[config.mk]
export PLATFORM = sky130hd
export DESIGN_NAME = truth_table_sweeper
export DESIGN_NICKNAME = d
export VERILOG_FILES = /design/src/rtl/truth_table_sweeper.sv
export SDC_FILE = /design/constraint.sdc
export NUM_CORES = 1
export LEC_CHECK = 0
export ABC_AREA = 1
export CAP_MARGIN = 5
export CORE_MARGIN = 3
export CORE_UTILIZATION = 30
export CTS_BUF_LIST = sky130_fd_sc_hd__clkbuf_16
export CTS_CLUSTER_DIAMETER = 80
export DETAILED_ROUTE_END_ITERATION = 7
export SETUP_SLACK_MARGIN = 0.3
export SYNTH_ARGS = -nofsm -noshare
export SYNTH_HDL_FRONTEND = slang
export SYNTH_SLANG_ARGS = --single-unit
[constraint.sdc]
create_clock -name clk -period 2.4 [get_ports clk]
set_input_delay 0.24 -clock clk [delete_from_list [all_inputs] [get_ports clk]]
set_output_delay 0.24 -clock clk [all_outputs]
set_load 0.05 [all_outputs]
[src/rtl/truth_table_sweeper.sv]
// Exhaustive truth-table sweeper: walks vec through 0..2^N_IN-1, samples dut_o after
// DWELL clocks per vector, records the observed table and scores it against EXP_TABLE.
module truth_table_sweeper #(
   parameter int                  N_IN      = 4,
   parameter int                  DWELL     = 1,
   parameter logic [2**N_IN-1:0]  EXP_TABLE = 16'h8000
) (
   input  logic                 clk,
   input  logic                 rst,
   input  logic                 start,
   output logic [N_IN-1:0]      vec,
   input  logic                 dut_o,
   output logic                 busy,
   output logic                 done,
   output logic                 pass,
   output logic [N_IN:0]        err_count,
   output logic [N_IN-1:0]      first_fail_idx,
   output logic                 first_fail_valid,
   output logic [2**N_IN-1:0]   obs_table
);

   localparam int DW_W = (DWELL > 1) ? $clog2(DWELL) : 1;
   localparam logic [DW_W-1:0] DW_LAST  = DW_W'(DWELL - 1);
   localparam logic [N_IN-1:0] VEC_LAST = '1;

   typedef enum logic [1:0] {IDLE, DRIVE, FINISH} state_t;

   state_t          state;
   logic [DW_W-1:0] dwell;
   logic            mism;
   logic [N_IN:0]   err_next;

   // err_next folds in the sample taken this edge so pass sees all vectors
   always_comb begin
      mism     = dut_o ^ EXP_TABLE[vec];
      err_next = err_count + {{N_IN{1'b0}}, mism};
   end

   always_ff @(posedge clk) begin
      if (rst) begin
         state            <= IDLE;
         dwell            <= '0;
         vec              <= '0;
         busy             <= 1'b0;
         done             <= 1'b0;
         pass             <= 1'b0;
         err_count        <= '0;
         first_fail_idx   <= '0;
         first_fail_valid <= 1'b0;
         obs_table        <= '0;
      end else begin
         case (state)
            IDLE: begin
               done <= 1'b0;
               if (start) begin
                  state            <= DRIVE;
                  vec              <= '0;
                  dwell            <= '0;
                  err_count        <= '0;
                  first_fail_idx   <= '0;
                  first_fail_valid <= 1'b0;
                  obs_table        <= '0;
                  pass             <= 1'b0;
                  busy             <= 1'b1;
               end
            end
            DRIVE: begin
               if (dwell == DW_LAST) begin
                  obs_table[vec] <= dut_o;
                  err_count      <= err_next;
                  if (mism && !first_fail_valid) begin
                     first_fail_idx   <= vec;
                     first_fail_valid <= 1'b1;
                  end
                  if (vec == VEC_LAST) begin
                     state <= FINISH;
                     done  <= 1'b1;
                     busy  <= 1'b0;
                     pass  <= (err_next == '0);
                  end else begin
                     vec   <= vec + 1'b1;
                     dwell <= '0;
                  end
               end else begin
                  dwell <= dwell + 1'b1;
               end
            end
            FINISH: begin
               done  <= 1'b0;
               state <= IDLE;
            end
            default: state <= IDLE;
         endcase
      end
   end

endmodule
# Word-level counts from Yosys, hierarchy flattened

Memories as Yosys holds them, arrays and structs flattened. A register that Yosys moved wholly into a read port is not among the register bits.
Index checks and enable logic that the tools add are counted.

Flip-flop bits (word level): 36
Bits in read-only memories: 16
Input port bits: 4
Output and inout port bits: 33
Logic and storage cells: 79
Memories: 1

Memories:

| name            | words | width | read ports | clocked after Yosys merged registers in | write ports | line | text |
|---|---|---|---|---|---|---|---|
| (no name shown) | 16    | 1     | 1          | 1                                       | 0           | 35   | `mism = dut_o ^ EXP_TABLE[vec];` |

Add/sub/neg operators: 3
Order comparisons: 2
Equal/unequal tests: 8
Multiplexer cells: 39
Bitwise gates (word level): 1
Reduce and logical (&&, ||, !) cells: 15

Operators by type and width:

| cell                | count |
|---|---|
| $mux 16             | 2 |
| $pmux 16 s2         | 1 |
| $mux 4              | 7 |
| $bwmux 16           | 1 |
| $pmux 4 s2          | 2 |
| $mux 1              | 13 |
| $reduce_and 4->1    | 3 |
| $mux 5              | 2 |
| $ne 2x2->1 const B  | 5 |
| $pmux 1 s2          | 5 |
| $pmux 5 s2          | 1 |
| $reduce_and 3->1    | 3 |
| $mux 2              | 3 |
| $add 5x1->5         | 1 |
| $logic_not 5->1     | 1 |
| $lt 4x5->1 const B  | 1 |
| $add 4x1->4 const B | 1 |
| $demux 1 s4         | 1 |
| $eq 4x4->1 const B  | 1 |
| $ge 4x1->1 const B  | 1 |
| $pmux 2 s2          | 1 |
| $reduce_bool 2->1   | 2 |
| $eq 2x1->1 const B  | 1 |
| $eq 2x2->1 const B  | 1 |
| other kinds (7)     | 8 |

# Logic depth before layout (Yosys ltp)

Gate-level depths: netlist (run 1).

Word-level depth: 8
Gate-level depth with buffers: 10
Depth with buffers taken out: 9

# Worst setup path after synthesis (run 1)

No wires, ideal clock.

Kind: flip-flop to flip-flop
Start: register vec[0]
End: register with a tool-made name
Setup time: 64 ps
Arrival time: 1746 ps
Data required time: 2336 ps
Slack: 590 ps
Stages on the path, launching flop included: 9
Buffers on the path: 1
Clock period less this slack: 1810 ps
Path through: dfxtp_1 -> ha_1 -> clkbuf_2 -> nand3_2 -> nand2_2 -> nand2_2 -> o21ai_0 -> nand3_1 -> nor2_1

RTL lines:

| item                     | line | text |
|---|---|---|
| start: declaration       | 11   | `output logic [N_IN-1:0] vec,` |
| start signal: assignment | 81   | `vec <= vec + 1'b1;` |

# Final worst setup path (run 1)

Start: input port dut_o
End: register err_count[4]

Word-level cells in the longest chain between the ends: 4

RTL lines:

| item                   | line | text |
|---|---|---|
| start: declaration     | 12   | `input logic dut_o,` |
| $xor 1x1->1            | 35   |  |
| $add 5x1->5            | 36   | `err_next = err_count + {{N_IN{1'b0}}, mism};` |
| $mux 5                 | 68   | `if (dwell == DW_LAST) begin` |
| $pmux 5 s2             | 52   | `case (state)` |
| end signal: assignment | 70   | `err_count <= err_next;` |
| end: declaration       | 16   | `output logic [N_IN:0] err_count,` |

Every way passes these cells. The select of a mux whose other input is x is not followed.
A chain may end at the register's enable or synchronous reset.

==> summary.md, run 1 <==
| Metric | Value |
|---|---|
| Vias in the first global route | `1452` |
| Required @ worst endpoint | `2.61 ns` |
| PortBufs | `36` |
| Layout Cells excl Fill | `330` |
| Cell chain of the critical path | `clkdlybuf4s50_1, xor2_1, ha_1, ha_1, nand3_1, xor2_1, or2_2, a21oi_1` |
| EDFF count, synth | `0` |
| Initial DRT Pass Iterations | `4` |
| Reg2Reg Depth | `7` |
| Clock Tree Root | `clkbuf_16` |
| CP max FO | `3` |
| Total number of clock tree sinks | `36` |
| RSZ-0062 raised after global routing | `no` |
| Rows | `26` |
| Largest net degree at the start of global routing | `22` |
| Core Region | `5240 um2` |
| Final TNS setup | `0 ns` |
| Post-synthesis cell area | `1670 um2` |
| Commonest cells after routing, fill and taps aside | `47 x nand2_1, 36 x dfxtp_1, 36 x clkdlybuf4s50_1, 27 x nand3_1, 24 x a21oi_1` |
| Worst Tran Pin Value | `0.507 ns` |
| Placed cell count | `322` |
| Synth Flop Type | `dfxtp_1` |
| N_diodes | `0` |
| Crit start category | `primary input` |
| Setup-failing EPs final | `0` |
| Asr flop ratio synth | `0%` |
| Die X | `80.7 um` |
| Hold buffers post-CTS | `0` |
| HPWL after DPL | `3000 um` |
| Via density | `4.71` |
| Full die area | `6510 um2` |
| Reg2Reg Setup Slack | `roughly 0.60 ns` |
| Die height | `between 80 and 90 um` |
| Max-slew violations | `0` |
| Commonest non-fill, non-tap cell in the layout | `nand2_1` |
| Reg2reg end | `err_count[4]$_SDFFE_PP0P_` |
| Crit path capture type | `flip-flop` |
| Post-detailed-route wirelength per cell | `12.5 um` |
| CTS tree | `yes` |
| Setup bufs post-CTS | `0` |
| Endpoints failing hold | `0` |
| Final Power | `between 1500 and 2000 uW` |
| DR vias | `1553` |
| Gr usage total | `13.9%` |
| Post-Synthesis Cells | `around 220` |
| Share of cells above drive strength 1 | `8.46%` |
| Library cells used by synthesis | `29` |
| Seq/Total Area, Yosys | `43.0%` |
| Syn nets | `about 230` |
| Max-slew headroom | `66.1%` |
| Hold Path Depth | `2` |
| Hold_sp | `obs_table[8]$_SDFFE_PP0P_` |
| Clk_skew | `0.00211 ns` |
| Max-cap violations | `0` |
| Clock Path Buffers | `2` |
| Post-route DRC | `0` |
| First-pass GRT wire length | `approximately 7000 um` |
| Leak | `0.000846 uW` |
| Post-CTS sizing | `0` |
| #FFs+latches synth | `36` |
| Yosys warns | `0` |
| Initial Utilization | `about a third` |
| Final net count | `269` |
| Worst-path clk slew | `0.06 ns` |
| Final period util | `81.0%` |
| Power Density | `667 nW/um2` |
| Max Freq | `515 MHz` |
| Hold crit path type | `flip-flop to flip-flop` |
| Average size of a mapped cell | `7.54 um2` |
| Max incr delay on CP | `around 0.50 ns` |
| Final min period | `1.94 ns` |
| Maximum vdd drop | `~0.33 mV` |
| Worst min-delay path endpoint | `obs_table[8]$_SDFFE_PP0P_` |
| Crit-path slowest cell | `clkdlybuf4s50_1` |
| Final global-route overflow total | `0` |
| Overall routed net length | `4120 um` |
| Crit Path Class | `primary input to flip-flop` |
| Iteration-0 DRC Markers | `66` |
| Arrival time at the worst endpoint | `between 2 and 2.5 ns` |
| Status | `finished, final reports clean` |
| Clock Latency Late Sink | `0.28 ns` |
| Gpl congestion | `around 0.8` |
| Initial antenna violation count | `0` |
| CTS H-tree lvls | `2` |
| # IOs | `37` |
| Layout area overhead | `34.4%` |
| Post-DRT Antenna Nets | `0` |
| TritonCTS Buffers | `5` |
-- worst max path at each step --
stage | slack [ns] | from | to
6_report | 0.46 | dut_o | err_count[4]$_SDFFE_PP0P_
3_5_place_dp | 0.20 | dut_o | err_count[4]$_SDFFE_PP0P_
2_1_floorplan | 0.59 | vec[0]$_SDFFE_PP0N_ | flip-flop
5_1_grt | 0.32 | dut_o | err_count[4]$_SDFFE_PP0P_
4_1_cts | 0.45 | dut_o | err_count[4]$_SDFFE_PP0P_
3_3_place_gp | 0.20 | dut_o | err_count[4]$_SDFFE_PP0P_
-- layout make-up --
cell class | instances | area (um2)
Clock buffer | 5 | 125
Sequential cell | 36 | 721
Tap cell | 70 | 87.6
Clock inverter | 3 | 38.8
Multi-Input combinational cell | 159 | 827
Timing Repair Buffer | 39 | 383
Fill cell | 545 | 2990
Inverter | 18 | 67.6
-- Yosys cell counts, types with 2 or more instances --
cell       n  area, um2
inv_2      2       7.51
inv_1     16       60.1
buf_2      4       20.0
xor2_1     2       17.5
a21oi_1   24        120
buf_6      2       22.5
and2_1     2       12.5
nor2_1    13       48.8
o21ai_0   15       75.1
nand3_1   27        135
nand2_1   47        176
dfxtp_1   36        721
nand2_2    3       18.8
nand3_2    3       30.0
ha_1       6       75.1
a211oi_1   3       22.5
nand4_1    5       31.3
-- flip-flops by register name (all words and copies together), names as in the netlist, named ones only --
signal and cells:
first_fail_idx 4, err_count 5, first_fail_valid 1, pass 1
vec 4, done 1, state 2, busy 1
obs_table 16
-- critical path, delay by kind of cell --
family	cells	cell delay (ns)
AOI/OAI and AO/OA	1	0.11
adders and majority gates	2	0.46
and+or+nand+nor	2	0.38
buffers and inverters	1	0.50
xor gates and xnor gates	2	0.46
-- per-layer routing --
metal	share of wire [%]	GRT usage, %	wire length (um)	up-vias
met5	0	0	0	-
met4	1.7	5.57	69	0
met3	3.7	2.80	151	6
met2	47	21.5	1930	32
met1	48	19.0	1980	694
li1	-	-	-	821
-- metrics by stage --
step	cell area, um2	setup WS (ns)	hold slack (ns)	utilization (%)
2_1_floorplan	1670	0.590	0.483	-
3_3_place_gp	2090	0.199	0.453	39.8
3_5_place_dp	2090	0.195	0.455	39.8
4_1_cts	2250	0.447	0.464	43.0
5_1_grt	2250	0.317	0.478	43.0
6_report	2250	0.457	0.460	43.0
-- where the power goes --
part	switching [uW]	total, uW	internal (uW)
clock	240	724	484
sequential	10.7	619	608
combinational	110	158	48.1
total	360	1500	1140
-- logic make-up after synthesis --
family | share of synthesized area [%]
and+or+nand+nor | 28.8
DFF | 43.0
AOI/OAI and AO/OA | 15.1
adders and majority gates | 4.48
xor gates and xnor gates | 1.05
buffers and inverters | 7.55
Power figures use the tool's default switching activity.
==> run 2: changes to the inputs <==
clock period = 1.55 ns   (was 2.4 ns; I/O delays follow)
==> run 2 against run 1 <==
Compared with the run above:
- clock power up 49%
- critical path depth unchanged
- sequential power up 54%
- first-iteration DRC count up 95%
- sequential share of layout area down 4.2 points
- combinational power up 130%
- cell count up 7.9%
- non-clock buffer count up 26
- sequential cell count unchanged
- final area up 19%
- utilization up 8.1 points
- via count up 12%
==> summary.md, run 2 (synthesized netlist as in run 1, its figures left out) <==
| Metric | Value |
|---|---|
| Commonest non-fill, non-tap cell in the layout | `buf_4` |
| PortBufs | `36 (unchanged)` |
| Die X | `80.7 um (unchanged)` |
| # IOs | `37 (unchanged)` |
| Crit start category | `flip-flop` |
| Endpoints failing hold | `0 (unchanged)` |
| Crit path depth | `8 (unchanged)` |
| CTS H-tree lvls | `2 (unchanged)` |
| Iteration-0 DRC Markers | `129 (+95%)` |
| Crit Path Class | `flip-flop to flip-flop` |
| HPWL after DPL | `3320 um (+10%)` |
| Clock Tree Root | `clkbuf_16` |
| Initial DRT Pass Iterations | `4 (unchanged)` |
| Overall routed net length | `5080 um (+23%)` |
| Largest registers | `obs_table (16), err_count (5)` |
| Delay-heaviest family, CP | `simple AND/OR/NAND/NOR gates` |
| Hold Path Depth | `2 (unchanged)` |
| Gpl congestion | `0.810 (-1.2%)` |
| Placement Setup Slack | `-0.357 ns (-0.552 ns)` |
| Post-DRT Antenna Nets | `0 (unchanged)` |
| Layout area overhead | `59.9%` |
| Initial Utilization | `32.0% (unchanged)` |
| CTS tree | `yes` |
| Worst path bufs/invs | `0 (-1)` |
| Max-cap violations | `0 (unchanged)` |
| Reg area | `746 um2 (+3.5%)` |
| Die height | `80.7 um (unchanged)` |
| Maximum vdd drop | `0.596 mV (+79%)` |
| Max reg flops | `16 (unchanged)` |
| Leak | `0.00107 uW (+27%)` |
| Clk_skew | `0.00446 ns (+0.00235 ns)` |
| Vias in the first global route | `1638 (+13%)` |
| Full die area | `6510 um2 (unchanged)` |
| Final global-route overflow total | `0 (unchanged)` |
| Multi-input gate area | `1070 um2 (+29%)` |
| Max incr delay on CP | `0.32 ns (-0.18 ns)` |
| Max-slew violations | `0 (unchanged)` |
| CP max FO | `2 (-1)` |
| Cell chain of the critical path | `xor2_2, ha_4, ha_4, nor2_2, nand3_1, nor2_1, nand3_1, a21oi_1` |
| Crit path capture type | `flip-flop` |
| Clock Path Buffers | `2 (unchanged)` |
| RSZ-0062 raised after global routing | `yes` |
| Post-detailed-route wirelength per cell | `14.3 um (+14%)` |
| Max-slew headroom | `74.8% (+8.8 points)` |
| Core Region | `5240 um2 (unchanged)` |
| Hold buffers post-CTS | `0 (unchanged)` |
| Worst Tran Pin Value | `0.377 ns (-0.130 ns)` |
| Initial antenna violation count | `0 (unchanged)` |
| Gr usage total | `16.1% (+2.2 points)` |
| FILL cells | `488 (-10%)` |
| Via density | `4.91 (+4.3%)` |
| Final min period | `1.52 ns` |
| TritonCTS Buffers | `5 (unchanged)` |
| Hold crit path type | `flip-flop to flip-flop` |
| Rows | `26 (unchanged)` |
| First-pass GRT wire length | `8090 um (+15%)` |
| Max Freq | `658 MHz` |
| Total number of clock tree sinks | `36 (unchanged)` |
| Arrival time at the worst endpoint | `1.73 ns (-0.42 ns)` |
| Largest net degree at the start of global routing | `14 (-36%)` |
| Required @ worst endpoint | `1.76 ns (-0.85 ns)` |
| Biggest register | `obs_table` |
| Worst-path clk slew | `0.06 ns (about the same)` |
| Commonest cells after routing, fill and taps aside | `53 x buf_4, 44 x nand2_1, 28 x dfxtp_1, 23 x a21oi_1, 18 x nand3_1` |
| Final TNS setup | `0 ns (unchanged)` |
| Share of cells above drive strength 1 | `44.1% (+36 points)` |
| Power Density | `900 nW/um2 (+35%)` |
| Post-route DRC | `0 (unchanged)` |
| Reg2Reg Depth | `8 (+1)` |
| Clock Latency Late Sink | `0.28 ns (about the same)` |
| Setup-failing EPs final | `0 (unchanged)` |
| N_diodes | `0 (unchanged)` |
| Final net count | `295 (+9.7%)` |
| Final period util | `98.0%` |
| Status | `finished, final reports clean` |
| DR vias | `1747 (+12%)` |
| Crit-path slowest cell | `dfxtp_2` |
| Final Worst Setup Slack | `0.0314 ns (-0.425 ns)` |
-- run 2: cell types whose count changed in the layout (fill, tap and decap cells not counted), moves of 8 or more --
cell             before  now
dfxtp_1              36   28
clkdlybuf4s50_1      36    2
o21ai_0              15    4
nand3_1              27   18
buf_4                 3   53
o21ai_1               1    9
buf_6                 0    8
-- run 2: path summary, 6_finish.rpt --
| check | start | end | slack, ns |
|---|---|---|---|
| worst max-delay path | flip-flop | pass$_SDFFE_PP0P_ | 0.03 |
| worst min register to register | obs_table[9]$_SDFFE_PP0P_ | obs_table[9]$_SDFFE_PP0P_ | 0.46 |
| worst max register to register | flip-flop | pass$_SDFFE_PP0P_ | 0.03 |
| worst min-delay path | obs_table[9]$_SDFFE_PP0P_ | obs_table[9]$_SDFFE_PP0P_ | 0.46 |
-- run 2: layout make-up --
type | count | area share [%]
inverters | 18 | 2.95
clock inverters | 2 | 0.421
well taps | 70 | 3.27
flip-flops and latches | 36 | 27.9
repair buffers | 65 | 20.1
clock buffers | 6 | 5.61
multi-input cells | 159 | 39.8
-- run 2: metal layers --
layer	routed length, um	track usage [%]
met3	226	3.81
met2	2470	25.9
met1	2300	21.1
met4	80	5.57
met5	0	0
-- run 2: what timing repair did --
| item | 4_1_cts | 5_1_grt |
|---|---|---|
| cloned | 0 | 1 |
| setup buffers | 9 | 8 |
| endpoints found under the setup margin | 26 | 29 |
| pin swaps | 15 | 27 |
| hold endpoints to repair | 0 | 0 |
| resized for setup | 19 | 41 |
-- run 2: power by group --
| part | internal (uW) | switching (uW) |
|---|---|---|
| clock | 691 | 393 |
| sequential | 936 | 19.6 |
| combinational | 144 | 225 |
| total | 1770 | 638 |
-- run 2: stage by stage --
stage | power [uW] | hold WS, ns | utilization (%) | cell area, um2 | std cells
after floorplan | 1160 | 0.398 | - | 1790 | 222
after global placement | 1250 | 0.457 | 41.6 | 2180 | 330
after detailed placement | 1250 | 0.456 | 41.6 | 2180 | 330
after CTS | 2370 | 0.465 | 47.3 | 2480 | 347
after global routing | 2500 | 0.483 | 51.1 | 2680 | 356
final | 2410 | 0.462 | 51.1 | 2680 | 356
-- run 2: tightest hold or removal path, delay by kind of cell, from the launching register on --
kind / cells / cell delay (ns)
and+or+nand+nor: 1 / 0.06
AOI/OAI and AO/OA: 1 / 0.05
DFF: 1 / 0.31
==> run 3: changes to the inputs <==
GPL_TIMING_DRIVEN = 0   (was unset)
==> run 3 against run 2 <==
Compared with the run above:
- global-route usage is 0.39 points higher
- critical path type unchanged
- critical endpoint is now err_count[4]$_SDFFE_PP0P_
- register-to-register slack hardly changed
- sequential share of layout area shrank 2.1 points
==> summary.md, run 3 (synthesized netlist as in run 1, its figures left out) <==
| Metric | Value |
|---|---|
| Status | `finished, final reports clean` |
| Crit Path Class | `flip-flop to flip-flop` |
| Comb pwr share | `16.3% (+1.0 points)` |
| Biggest register | `obs_table` |
| Post-detailed-route wirelength per cell | `14.7 um (+3.2%)` |
| PortBufs | `34 (-5.6%)` |
| Switching share of power | `27.1% (+0.61 points)` |
| CTS H-tree lvls | `2 (unchanged)` |
| Core Region | `5240 um2 (unchanged)` |
| DR vias | `1748 (+0.057%)` |
| Largest net degree at the start of global routing | `13 (-1)` |
| Largest registers | `obs_table (16), err_count (5)` |
| Power Density | `844 nW/um2 (-6.2%)` |
| CTS tree | `yes` |
| Clock power share | `44.6% (-0.4 points)` |
| Total number of clock tree sinks | `36 (unchanged)` |
| Commonest cells after routing, fill and taps aside | `38 x nand2_1, 28 x dfxtp_1, 26 x clkdlybuf4s15_2, 19 x a21oi_1, 18 x nand3_1` |
| Crit start category | `flip-flop` |
| Max-cap violations | `0 (unchanged)` |
| Switching power | `661 uW (+3.6%)` |
| Worst-path clk slew | `0.06 ns (about the same)` |
| Die X | `80.7 um (unchanged)` |
| Max-slew violations | `0 (unchanged)` |
| Placed cell count | `326 (-1.2%)` |
| Max reg flops | `16 (unchanged)` |
| Endpoints failing hold | `0 (unchanged)` |
| Initial DRT Pass Iterations | `4 (unchanged)` |
| Max-slew headroom | `60.0% (-15 points)` |
| Clock Tree Root | `clkbuf_16` |
| Vias in the first global route | `1652 (+0.85%)` |
| Initial Utilization | `32.0% (unchanged)` |
| Setup-failing EPs final | `0 (unchanged)` |
| First-pass GRT wire length | `8250 um (+1.9%)` |
| N_diodes | `0 (unchanged)` |
| Final global-route overflow total | `0 (unchanged)` |
| Initial antenna violation count | `0 (unchanged)` |
| Commonest non-fill, non-tap cell in the layout | `nand2_1` |
| Clock Latency Late Sink | `0.28 ns (about the same)` |
| Final Util | `55.2% (+4.1 points)` |
| Iteration-0 DRC Markers | `125 (-3.1%)` |
| TritonCTS Buffers | `5 (unchanged)` |
| Required @ worst endpoint | `1.76 ns (about the same)` |
| Final min period | `1.51 ns (-0.00469 ns)` |
| Crit path capture type | `flip-flop` |
| RSZ-0062 raised after global routing | `yes` |
| Via density | `4.90 (-0.22%)` |
| Overall routed net length | `5260 um (+3.5%)` |
| Rows | `26 (unchanged)` |
| Post-DRT Antenna Nets | `0 (unchanged)` |
| Leak | `0.00106 uW (-1.5%)` |
| Final TNS setup | `0 ns (unchanged)` |
| Worst Tran Pin Value | `0.600 ns (+0.223 ns)` |
| Final net count | `296 (+0.34%)` |
| Gr usage total | `16.5% (+0.39 points)` |
| Share of cells above drive strength 1 | `47.0% (+3.0 points)` |
| Layout area overhead | `72.6%` |
| Full die area | `6510 um2 (unchanged)` |
| CP max FO | `3 (+1)` |
| Clock Path Buffers | `2 (unchanged)` |
| Maximum vdd drop | `0.516 mV (-13%)` |
| HPWL after DPL | `3250 um (-1.9%)` |
| Gpl congestion | `0.838 (+3.4%)` |
| Hold buffers post-CTS | `0 (unchanged)` |
| # IOs | `37 (unchanged)` |
| Layout Cells excl Fill | `357 (+0.28%)` |
| Internal power | `1780 uW (+0.45%)` |
| Hold crit path type | `primary input to flip-flop` |
| Max Freq | `661 MHz (+0.31%)` |
| Flop pwr share | `39.1% (-0.6 points)` |
| Arrival time at the worst endpoint | `1.73 ns (about the same)` |
| Clk_skew | `0.00527 ns (+0.000817 ns)` |
| Die height | `80.7 um (unchanged)` |
| Final period util | `97.7% (-0.30 points)` |
| Post-route DRC | `0 (unchanged)` |
==> run 3: what timing repair did <==
action / in CTS / in global routing
gates cloned: 0 / 0
pin swaps: 9 / 26
buffers inserted: 10 / 13
gates resized for setup: 115 / 74
setup endpoints to repair: 59 / 40
==> run 3: per-layer routing <==
metal  global-route usage (%)  share of wire (%)  up-vias  wire length (um)
met4                     4.05               0.91        0                48
li1                         -                  -      872                 -
met1                     22.0                 45      812              2370
met3                     4.15                6.2        8               325
met2                     26.6                 48       56              2510
met5                        0                  0        -                 0
==> run 3: final timing paths <==
| kind | startpoint | endpoint | slack, ns | cells after the start |
|---|---|---|---|---|
| worst max-delay path | flip-flop | err_count[4]$_SDFFE_PP0P_ | 0.04 | 7 |
| worst min-delay path | rst | obs_table[2]$_SDFFE_PP0P_ | 0.20 | 2 |
| worst max register to register | flip-flop | err_count[4]$_SDFFE_PP0P_ | 0.04 | 7 |
| worst min register to register | pass$_SDFFE_PP0P_ | pass$_SDFFE_PP0P_ | 0.46 | 2 |
==> run 3: power groups by stage <==
stage               Sequential, uW  Combinational [uW]  Clock, uW
floorplan                     1020                 142          0
global placement               973                 264          0
detailed placement             974                 265          0
CTS                            954                 301       1110
global route                   955                 425       1160
finish                         953                 397       1090
==> run 3: final cells by class <==
type	instances	area (um2)
plain buffers	9	95.1
repair buffers	57	568
flip-flops and latches	36	746
clock buffers	6	150
inverters	18	77.6
clock inverters	2	12.5
fillers	455	2350
well taps	70	87.6
multi-input cells	159	1150
==> run 3: per-stage QoR <==
step / total power, uW / setup slack, ns / hold WS (ns) / area [um2]
finish: 2440 / 0.0361 / 0.204 / 2890
global route: 2540 / -0.0407 / 0.208 / 2890
CTS: 2360 / 0.0116 / 0.194 / 2600
detailed placement: 1240 / -0.0738 / 0.456 / 2220
global placement: 1240 / -0.0704 / 0.454 / 2220
floorplan: 1160 / 0.0269 / 0.398 / 1790
==> run 3: critical path: stages (launching register included) <==
cell and delay [ns]:
dfxtp_2 0.36, xor2_4 0.19, ha_4 0.17, ha_4 0.13
nand3_2 0.09, xor2_2 0.17, or2_4 0.23, a21oi_2 0.10
